===== src/rtl/stage_link_pkg.sv =====
// Shared types and constants for the stage_link transmitter.
// STAGE_LINK_PARITY_EN adds a trailing even-parity bit to every frame.
package stage_link_pkg;

  typedef enum logic [1:0] {
    ST_IDLE  = 2'd0,
    ST_SHIFT = 2'd1,
    ST_GAP   = 2'd2
  } state_e;

`ifdef STAGE_LINK_PARITY_EN
  localparam int PAR_BITS = 1;
`else
  localparam int PAR_BITS = 0;
`endif

  // Counter must hold both the longest frame count and the gap length.
  function automatic int cnt_w(input int width, input int gap);
    int m;
    m = (width + 1 > gap) ? width + 1 : gap;
    return $clog2(m + 1);
  endfunction

endpackage


===== src/rtl/stage_link_shreg.sv =====
// Loadable MSB-first shift register with asynchronous active-low clear.
module stage_link_shreg #(
  parameter int WIDTH = 8
) (
  input  logic             clk,
  input  logic             rst_n,
  input  logic             load,
  input  logic             shift,
  input  logic [WIDTH-1:0] din,
  output logic             msb
);

  logic [WIDTH-1:0] q_q;
  logic [WIDTH-1:0] q_d;

  always_comb begin
    q_d = q_q;
    if (load) begin
      q_d = din;
    end else if (shift) begin
      q_d = {q_q[WIDTH-2:0], 1'b0};
    end
  end

  always_ff @(posedge clk or negedge rst_n) begin
    if (!rst_n) begin
      q_q <= '0;
    end else begin
      q_q <= q_d;
    end
  end

  assign msb = q_q[WIDTH-1];

endmodule


===== src/rtl/stage_link_tx.sv =====
// Transmit end of the two-wire staged link: one-word hold buffer, MSB-first serializer.
// Define STAGE_LINK_PARITY_EN to append an even-parity bit after the data bits.
module stage_link_tx
  import stage_link_pkg::*;
#(
  parameter int WIDTH = 8,
  parameter int GAP   = 1
) (
  input  logic             clk1,
  input  logic             rst_n,
  input  logic             in_valid,
  output logic             in_ready,
  input  logic [WIDTH-1:0] in_data,
  output logic             mid1,
  output logic             mid2,
  output logic             busy
);

  localparam int CW    = cnt_w(WIDTH, GAP);
  localparam int FRAME = WIDTH + PAR_BITS;
  localparam logic [CW-1:0] FRAME_C = CW'(FRAME);
  localparam logic [CW-1:0] GAP_C   = CW'(GAP);
  localparam logic [CW-1:0] ONE_C   = CW'(1);

  state_e           state_q, state_d;
  logic [CW-1:0]    cnt_q, cnt_d;
  logic [WIDTH-1:0] hold_q, hold_d;
  logic             hold_full_q, hold_full_d;
  logic             mid1_q, mid1_d;
  logic             mid2_q, mid2_d;
  logic             busy_q, busy_d;
  logic             load, shift, accept, sr_msb;
`ifdef STAGE_LINK_PARITY_EN
  localparam logic [CW-1:0] WIDTH_C = CW'(WIDTH);
  logic             par_q, par_d;
`endif

  // The shift register is loaded pre-shifted so its MSB is always the next bit to send.
  stage_link_shreg #(.WIDTH(WIDTH)) u_shreg (
    .clk   (clk1),
    .rst_n (rst_n),
    .load  (load),
    .shift (shift),
    .din   ({hold_q[WIDTH-2:0], 1'b0}),
    .msb   (sr_msb)
  );

  always_comb begin
    state_d     = state_q;
    cnt_d       = cnt_q;
    hold_d      = hold_q;
    hold_full_d = hold_full_q;
    mid1_d      = mid1_q;
    mid2_d      = mid2_q;
    load        = 1'b0;
    shift       = 1'b0;
    accept      = in_valid && !hold_full_q;
`ifdef STAGE_LINK_PARITY_EN
    par_d       = par_q;
`endif

    if (accept) begin
      hold_d      = in_data;
      hold_full_d = 1'b1;
    end

    case (state_q)
      ST_IDLE: begin
        if (hold_full_q) load = 1'b1;
      end
      ST_SHIFT: begin
        if (cnt_q < FRAME_C) begin
          mid1_d = 1'b1;
          mid2_d = sr_msb;
          shift  = 1'b1;
          cnt_d  = cnt_q + ONE_C;
`ifdef STAGE_LINK_PARITY_EN
          if (cnt_q == WIDTH_C) mid2_d = par_q;
`endif
        end else begin
          mid1_d  = 1'b0;
          mid2_d  = 1'b0;
          state_d = ST_GAP;
          cnt_d   = ONE_C;
        end
      end
      ST_GAP: begin
        if (cnt_q == GAP_C) begin
          if (hold_full_q) load = 1'b1;
          else             state_d = ST_IDLE;
        end else begin
          cnt_d = cnt_q + ONE_C;
        end
      end
      default: state_d = ST_IDLE;
    endcase

    // Load never coincides with accept: one needs the hold full, the other empty.
    if (load) begin
      hold_full_d = 1'b0;
      state_d     = ST_SHIFT;
      cnt_d       = ONE_C;
      mid1_d      = 1'b1;
      mid2_d      = hold_q[WIDTH-1];
`ifdef STAGE_LINK_PARITY_EN
      par_d       = ^hold_q;
`endif
    end

    busy_d = (state_d != ST_IDLE) || hold_full_d;
  end

  always_ff @(posedge clk1 or negedge rst_n) begin
    if (!rst_n) begin
      state_q     <= ST_IDLE;
      cnt_q       <= '0;
      hold_full_q <= 1'b0;
      mid1_q      <= 1'b0;
      mid2_q      <= 1'b0;
      busy_q      <= 1'b0;
    end else begin
      state_q     <= state_d;
      cnt_q       <= cnt_d;
      hold_full_q <= hold_full_d;
      mid1_q      <= mid1_d;
      mid2_q      <= mid2_d;
      busy_q      <= busy_d;
    end
  end

  always_ff @(posedge clk1) begin
    hold_q <= hold_d;
`ifdef STAGE_LINK_PARITY_EN
    par_q  <= par_d;
`endif
  end

  assign in_ready = !hold_full_q;
  assign mid1     = mid1_q;
  assign mid2     = mid2_q;
  assign busy     = busy_q;

endmodule


===== config.mk =====
export PLATFORM = sky130hd
export DESIGN_NAME = stage_link_tx
export DESIGN_NICKNAME = d
export VERILOG_FILES = /design/src/rtl/stage_link_pkg.sv /design/src/rtl/stage_link_shreg.sv /design/src/rtl/stage_link_tx.sv
export SDC_FILE = /design/constraint.sdc
export NUM_CORES = 1
export LEC_CHECK = 0
export ABC_CLOCK_PERIOD_IN_PS = 1900
export BUFFER_PORTS_ARGS = -buffer_cell sky130_fd_sc_hd__buf_2
export CORE_MARGIN = 4
export CORE_UTILIZATION = 35
export DETAILED_ROUTE_END_ITERATION = 6
export HOLD_SLACK_MARGIN = 0.06
export SYNTH_ARGS = -nofsm -noshare
export SYNTH_HDL_FRONTEND = slang
export SYNTH_SLANG_ARGS = --single-unit

===== constraint.sdc =====
create_clock -name clk1 -period 1.9 [get_ports clk1]
set_input_delay 0.095 -clock clk1 [delete_from_list [all_inputs] [get_ports clk1]]
set_output_delay 0.095 -clock clk1 [all_outputs]
set_load 0.02 [all_outputs]

# Word level (Yosys, flattened, before mapping)
# Cells that the tools add are included.
# word_totals
ff_bits,26
output_inout_bits,4
# classes
add_sub_neg,1
magnitude_cmp,1
eq_ne,4
n_mux,23
reduce_logical,9
# ops
op,n
8-bit 2-to-1 mux,2
4-bit 2-to-1 mux,3
1-bit 2-to-1 mux,11
2-bit 2-to-1 mux,4
4-bit case mux with 2 select lines,1
2-bit case mux with 3 select lines,1
2-bit nonzero test,3
4-bit by 1-bit adder with 4-bit output (second input constant),1
4-bit by 1-bit equality test with 1-bit output (second input constant),1
4-bit < comparator (second input constant),1
3-bit inequality test (second input constant),1
3-bit nonzero test,1
2-bit by 1-bit equality test with 1-bit output (second input constant),1
2-bit equality test (second input constant),1
2-bit zero test,1
1-bit case mux with 2 select lines,1
2-bit AND reduction,1
1-bit logical AND,1
1-bit zero test,1
1-bit logical OR,1

# Depth between registers and ports, before layout
# logic_depth
ltp_word,6
depth_mapped,6
mapped_depth_nobuf,5

# Cells and area by module
# From an unflattened synthesis, not the netlist that was laid out.
# unflattened
cells_unflattened,106
area_unflattened_um2,1222.4
# modules_own_cells
mod,n_inst,cells_per_inst,area_each_um2,seq_area_each_um2
stage_link_tx,1,72,853.3,490.5
stage_link_shreg,1,34,369.1,200.2

# Least setup slack after synthesis
# OpenSTA, ideal clock, no wires.
# synth_path
kind,register -> register
from,register cnt_q[1]
to,register u_shreg.q_q[6]
setup_time_ps,125
t_arrival_ps,1670
t_required_ps,1775
slack_ps,105
stages_incl_launch_ff,7
synth_period_minus_slack_ps,1795
path_cell_list,dfrtp_1 inv_1 ha_1 or3b_1 buf_6 a21oi_4 mux2_4
# synth_via
elab_chain_len,4
word_cells_on_any_way,8
# synth_lines
item,line_no,source
start: declaration,stage_link_tx.sv:26,"logic [CW-1:0] cnt_q, cnt_d;"
start signal: assignment,stage_link_tx.sv:123,cnt_q <= cnt_d;
4-bit < comparator or 4-bit by 1-bit equality test with 1-bit output (tied branches),"stage_link_tx.sv:72, stage_link_tx.sv:88",
1-bit 2-to-1 mux (on tied branches),"stage_link_tx.sv:72, stage_link_tx.sv:88",
1-bit 2-to-1 mux or 1-bit case mux with 2 select lines (tied branches),stage_link_tx.sv:67,case (state_q)
2-bit nonzero test (no line) or 8-bit 2-to-1 mux (tied branches),--,
end signal: assignment,stage_link_shreg.sv:29,q_q <= q_d;
end: declaration,stage_link_shreg.sv:13,logic [WIDTH-1:0] q_q;
# Parallel ways exist; a longest one is shown, timed or not.
# A chain may end at the register's enable or synchronous reset.

# Final worst setup path
# layout_path
from,register cnt_q[1]
to,register cnt_q[0]
# layout_via
elab_chain_len,5
word_cells_on_any_way,10
# layout_lines
item,line_no,source
4-bit by 1-bit equality test with 1-bit output,stage_link_tx.sv:88,if (cnt_q == GAP_C) begin
1-bit 2-to-1 mux,stage_link_tx.sv:88,
1-bit case mux with 2 select lines,stage_link_tx.sv:67,
3-bit inequality test (no line) or 3-bit nonzero test (tied branches),--,
2-bit AND reduction (no line),--,
# Parallel ways exist; a longest one is shown, timed or not.

==> run summary <==
========================================================================================================
Outcome                                                                                     finished, final reports clean
Worst skew pair latency                                                                           320 ps
Cell types occupying the most area after synthesis                                          sky130_fd_sc_hd__dfrtp_1 (36%), sky130_fd_sc_hd__edfxtp_1 (20%), sky130_fd_sc_hd__a221o_1 (3.4%)
Worst Path Max Fanout                                                                                  6
Total routed wirelength                                                                          2350 µm
CTS root buffer                                                                             sky130_fd_sc_hd__clkbuf_4
Number of top-level pins                                                                              15
Data arrival time at the worst-slack endpoint                                                    2050 ps
Cell row count                                                                                        20
Per-cell via count in the routed design                                                             4.97
Post-DP HPWL                                                                                     1630 µm
Horizontal extent of the die                                                                     66.4 µm
Number of warning messages in the yosys log                                                            0
Detail-routed net length per standard cell                                                       13.7 µm
Kind of cell adding the most delay to the critical path                                     compound AO/OA/AOI/OAI gates
Placeable core area                                                                          0.00315 mm²
Total global-route track usage                                                                     0.127
Area growth from synthesis to layout                                                               22.4%
Max_cap viols                                                                                          0
Layout net count                                                                                     142
Remaining global-route overflow                                                                        0
Worst setup slack for register-to-register paths                                                   50 ps
EDFF count, synth                                                                                      8
Final total negative setup slack                                                                    0 ps
Number of buffers inserted to repair setup after CTS                                                   0
Reported leakage power                                                                          0.626 nW
Buffers on Ports                                                                                      14
Post-place setup slack                                                                           17.9 ps
Critical-path top delay cell                                                                sky130_fd_sc_hd__a2111oi_0
Final critical-path share of the clock period                                                      0.972
Normalized max-slew margin                                                                         0.706
Vias after detailed routing                                                                          850
Unrepaired setup endpoints after global routing                                                    false
DR DRC count                                                                                           0
Cells after synthesis                                                                                 98
Cells along the critical path                                                               inv_1, ha_1, or3b_4, a2111oi_0, a311oi_1
Number of H-tree levels                                                                                1
Length of the first detailed-routing pass in iterations                                                4
Count of distinct cell types in the synthesized netlist                                               40
Final weighted congestion in routability-driven placement                                          0.892
Endpoints failing setup                                                                                0
Total CTS buffers                                                                                      3
Overall power consumption                                                                        2.24 mW
Most frequent cell after synthesis                                                          sky130_fd_sc_hd__dfrtp_1
Fraction of post-synthesis cell area in the top cell type by area                                  0.356
Pin count of the biggest net entering global routing                                                  18
Type of the worst setup path                                                                  reg -> reg
Clock sink count                                                                                      25
Min Clock Period, post-route                                                                     1850 ps
Prevailing post-synth register cell                                                         sky130_fd_sc_hd__dfrtp_1
Power per Cell Area                                                                          1530 mW/mm²
Total buffers and inverters traversed by the critical path                                             1
Avg Cell Area, Syn                                                                              12.2 µm²
Beginning of the worst register-to-register path                                                cnt_q[1]
Endpoint of the worst-slack reg-to-reg timing path                                              cnt_q[0]
Number of antenna violations at the first check in global routing                                      0
Post-route ant nets                                                                                    0
Share of flip-flops with an asynchronous set or reset after synthesis                              0.680
Final count of hold timing violations                                                                  0
Crit path setup slack, layout                                                                    53.4 ps
Worst Reg2Reg Path Length in Cells                                                                     5
Final max-slew violation count                                                                         0
Post-synth top area cell                                                                    sky130_fd_sc_hd__dfrtp_1
DR iter-0 viols                                                                                       52
Flops & latches, synth                                                                                25
Number of global-route vias before repair                                                            963
Startpoint kind of the worst setup timing path                                                 flip-flop
Worst vdd ir                                                                                  0.000698 V
Layout cells sized above 1                                                                         0.268
Post-CTS clock slew at the launch and capture registers of the worst setup and hold paths         140 ps
Area enclosed by the die boundary                                                            0.00441 mm²
Cell area after layout                                                                       0.00146 mm²
Cell types with the highest counts after synthesis                                          sky130_fd_sc_hd__dfrtp_1 (17), sky130_fd_sc_hd__inv_1 (9), sky130_fd_sc_hd__edfxtp_1 (8)
Maximum count of clock buffers along a single path                                                     2
Net count of the mapped netlist                                                                      112
Global-route wire length before repair                                                           4310 µm
Initial Util                                                                                       0.379
Critical path capture point type                                                               flip-flop
Placement-stage cell area                                                                    0.00133 mm²
Max Fclk                                                                                       0.542 GHz
Die Ht                                                                                           66.4 µm
Worst setup skew after layout                                                                    13.3 ps
Worst hold path type                                                                         in -> async
Critical path required time                                                                      2100 ps
Antenna diodes                                                                                         0
Transition time at the pin with the least slew margin                                             430 ps
Post-synthesis cell area                                                                     0.00119 mm²
Portion of the post-synthesis area used by sequential elements                                     0.558
Clock tree from TritonCTS                                                                           done
Maximum cell stage delay along the critical path                                                  480 ps
========================================================================================================
repair_timing:
item,in CTS,in global routing
gates resized for setup,1,0
endpoints found under the setup margin,3,1
hold buffers,10,0
endpoints found under the hold margin,27,0
pin swaps,0,1
power by group:
group	internal, mW	leakage, nW	switching [mW]
registers	0.746	0.278	0.134
clock network	0.0820	0.0150	0.155
logic	0.569	0.333	0.552
total	1.40	0.626	0.841
state kept, by name, indices dropped and copies added, names as in the netlist:
name,cells
u_shreg.q_q,7
hold_q,8
hold_full_q,1
state_q,2
cnt_q,4
mid1,1
mid2,1
busy,1
kinds of logic after synthesis:
| family | Yosys count | synth area share |
|---|---|---|
| fa+ha+maj | 3 | 0.0314 |
| flops | 25 | 0.558 |
| compound gates | 21 | 0.151 |
| simple gates | 28 | 0.137 |
| mux | 6 | 0.0618 |
| buf+inv | 15 | 0.0608 |
metrics by stage:
step | cells | utilization | hold slack [ps]
floorplan | 98 | - | -201
global placement | 157 | 0.423 | 33.8
detailed placement | 157 | 0.423 | 43.7
CTS | 171 | 0.463 | 217
global route | 171 | 0.463 | 244
finish | 171 | 0.463 | 219
layout by cell type, fill, tap and decap left out, types with 4 or more instances in the layout:
master / n
sky130_fd_sc_hd__buf_4: 7
sky130_fd_sc_hd__buf_2: 14
sky130_fd_sc_hd__inv_1: 9
sky130_fd_sc_hd__a221o_1: 4
sky130_fd_sc_hd__dfrtp_1: 17
sky130_fd_sc_hd__and2_1: 6
sky130_fd_sc_hd__edfxtp_1: 8
sky130_fd_sc_hd__dlygate4sd3_1: 10
sky130_fd_sc_hd__nand2_1: 7
routing by layer:
metal,track usage,part of all wire,up-vias
li1,-,-,413
met3,0.0306,0.032,2
met5,0,0,-
met4,0.0254,0.0072,0
met2,0.233,0.53,16
met1,0.149,0.43,419
cell type report:
cell class,instances,area (µm²)
clock buffers,4,26.3
fillers,298,1690
inverters,9,33.8
multi-input cells,58,458
flip-flops and latches,25,666
well taps,44,55.1
repair buffers,31,223
how the worst max path moves through the flow:
stage | depth (start not counted) | start | slack, ps | end
6_report | 5 | cnt_q[1] | 50 | cnt_q[0]
2_1_floorplan | 6 | cnt_q[1] | 110 | u_shreg.q_q[6]
3_5_place_dp | 5 | cnt_q[1] | 20 | cnt_q[0]
4_1_cts | 6 | cnt_q[1] | 60 | u_shreg.q_q[1]
3_3_place_gp | 5 | cnt_q[1] | 100 | u_shreg.q_q[6]
5_1_grt | 6 | cnt_q[1] | 10 | u_shreg.q_q[1]
No activity file was read; power rests on OpenSTA's default activity.
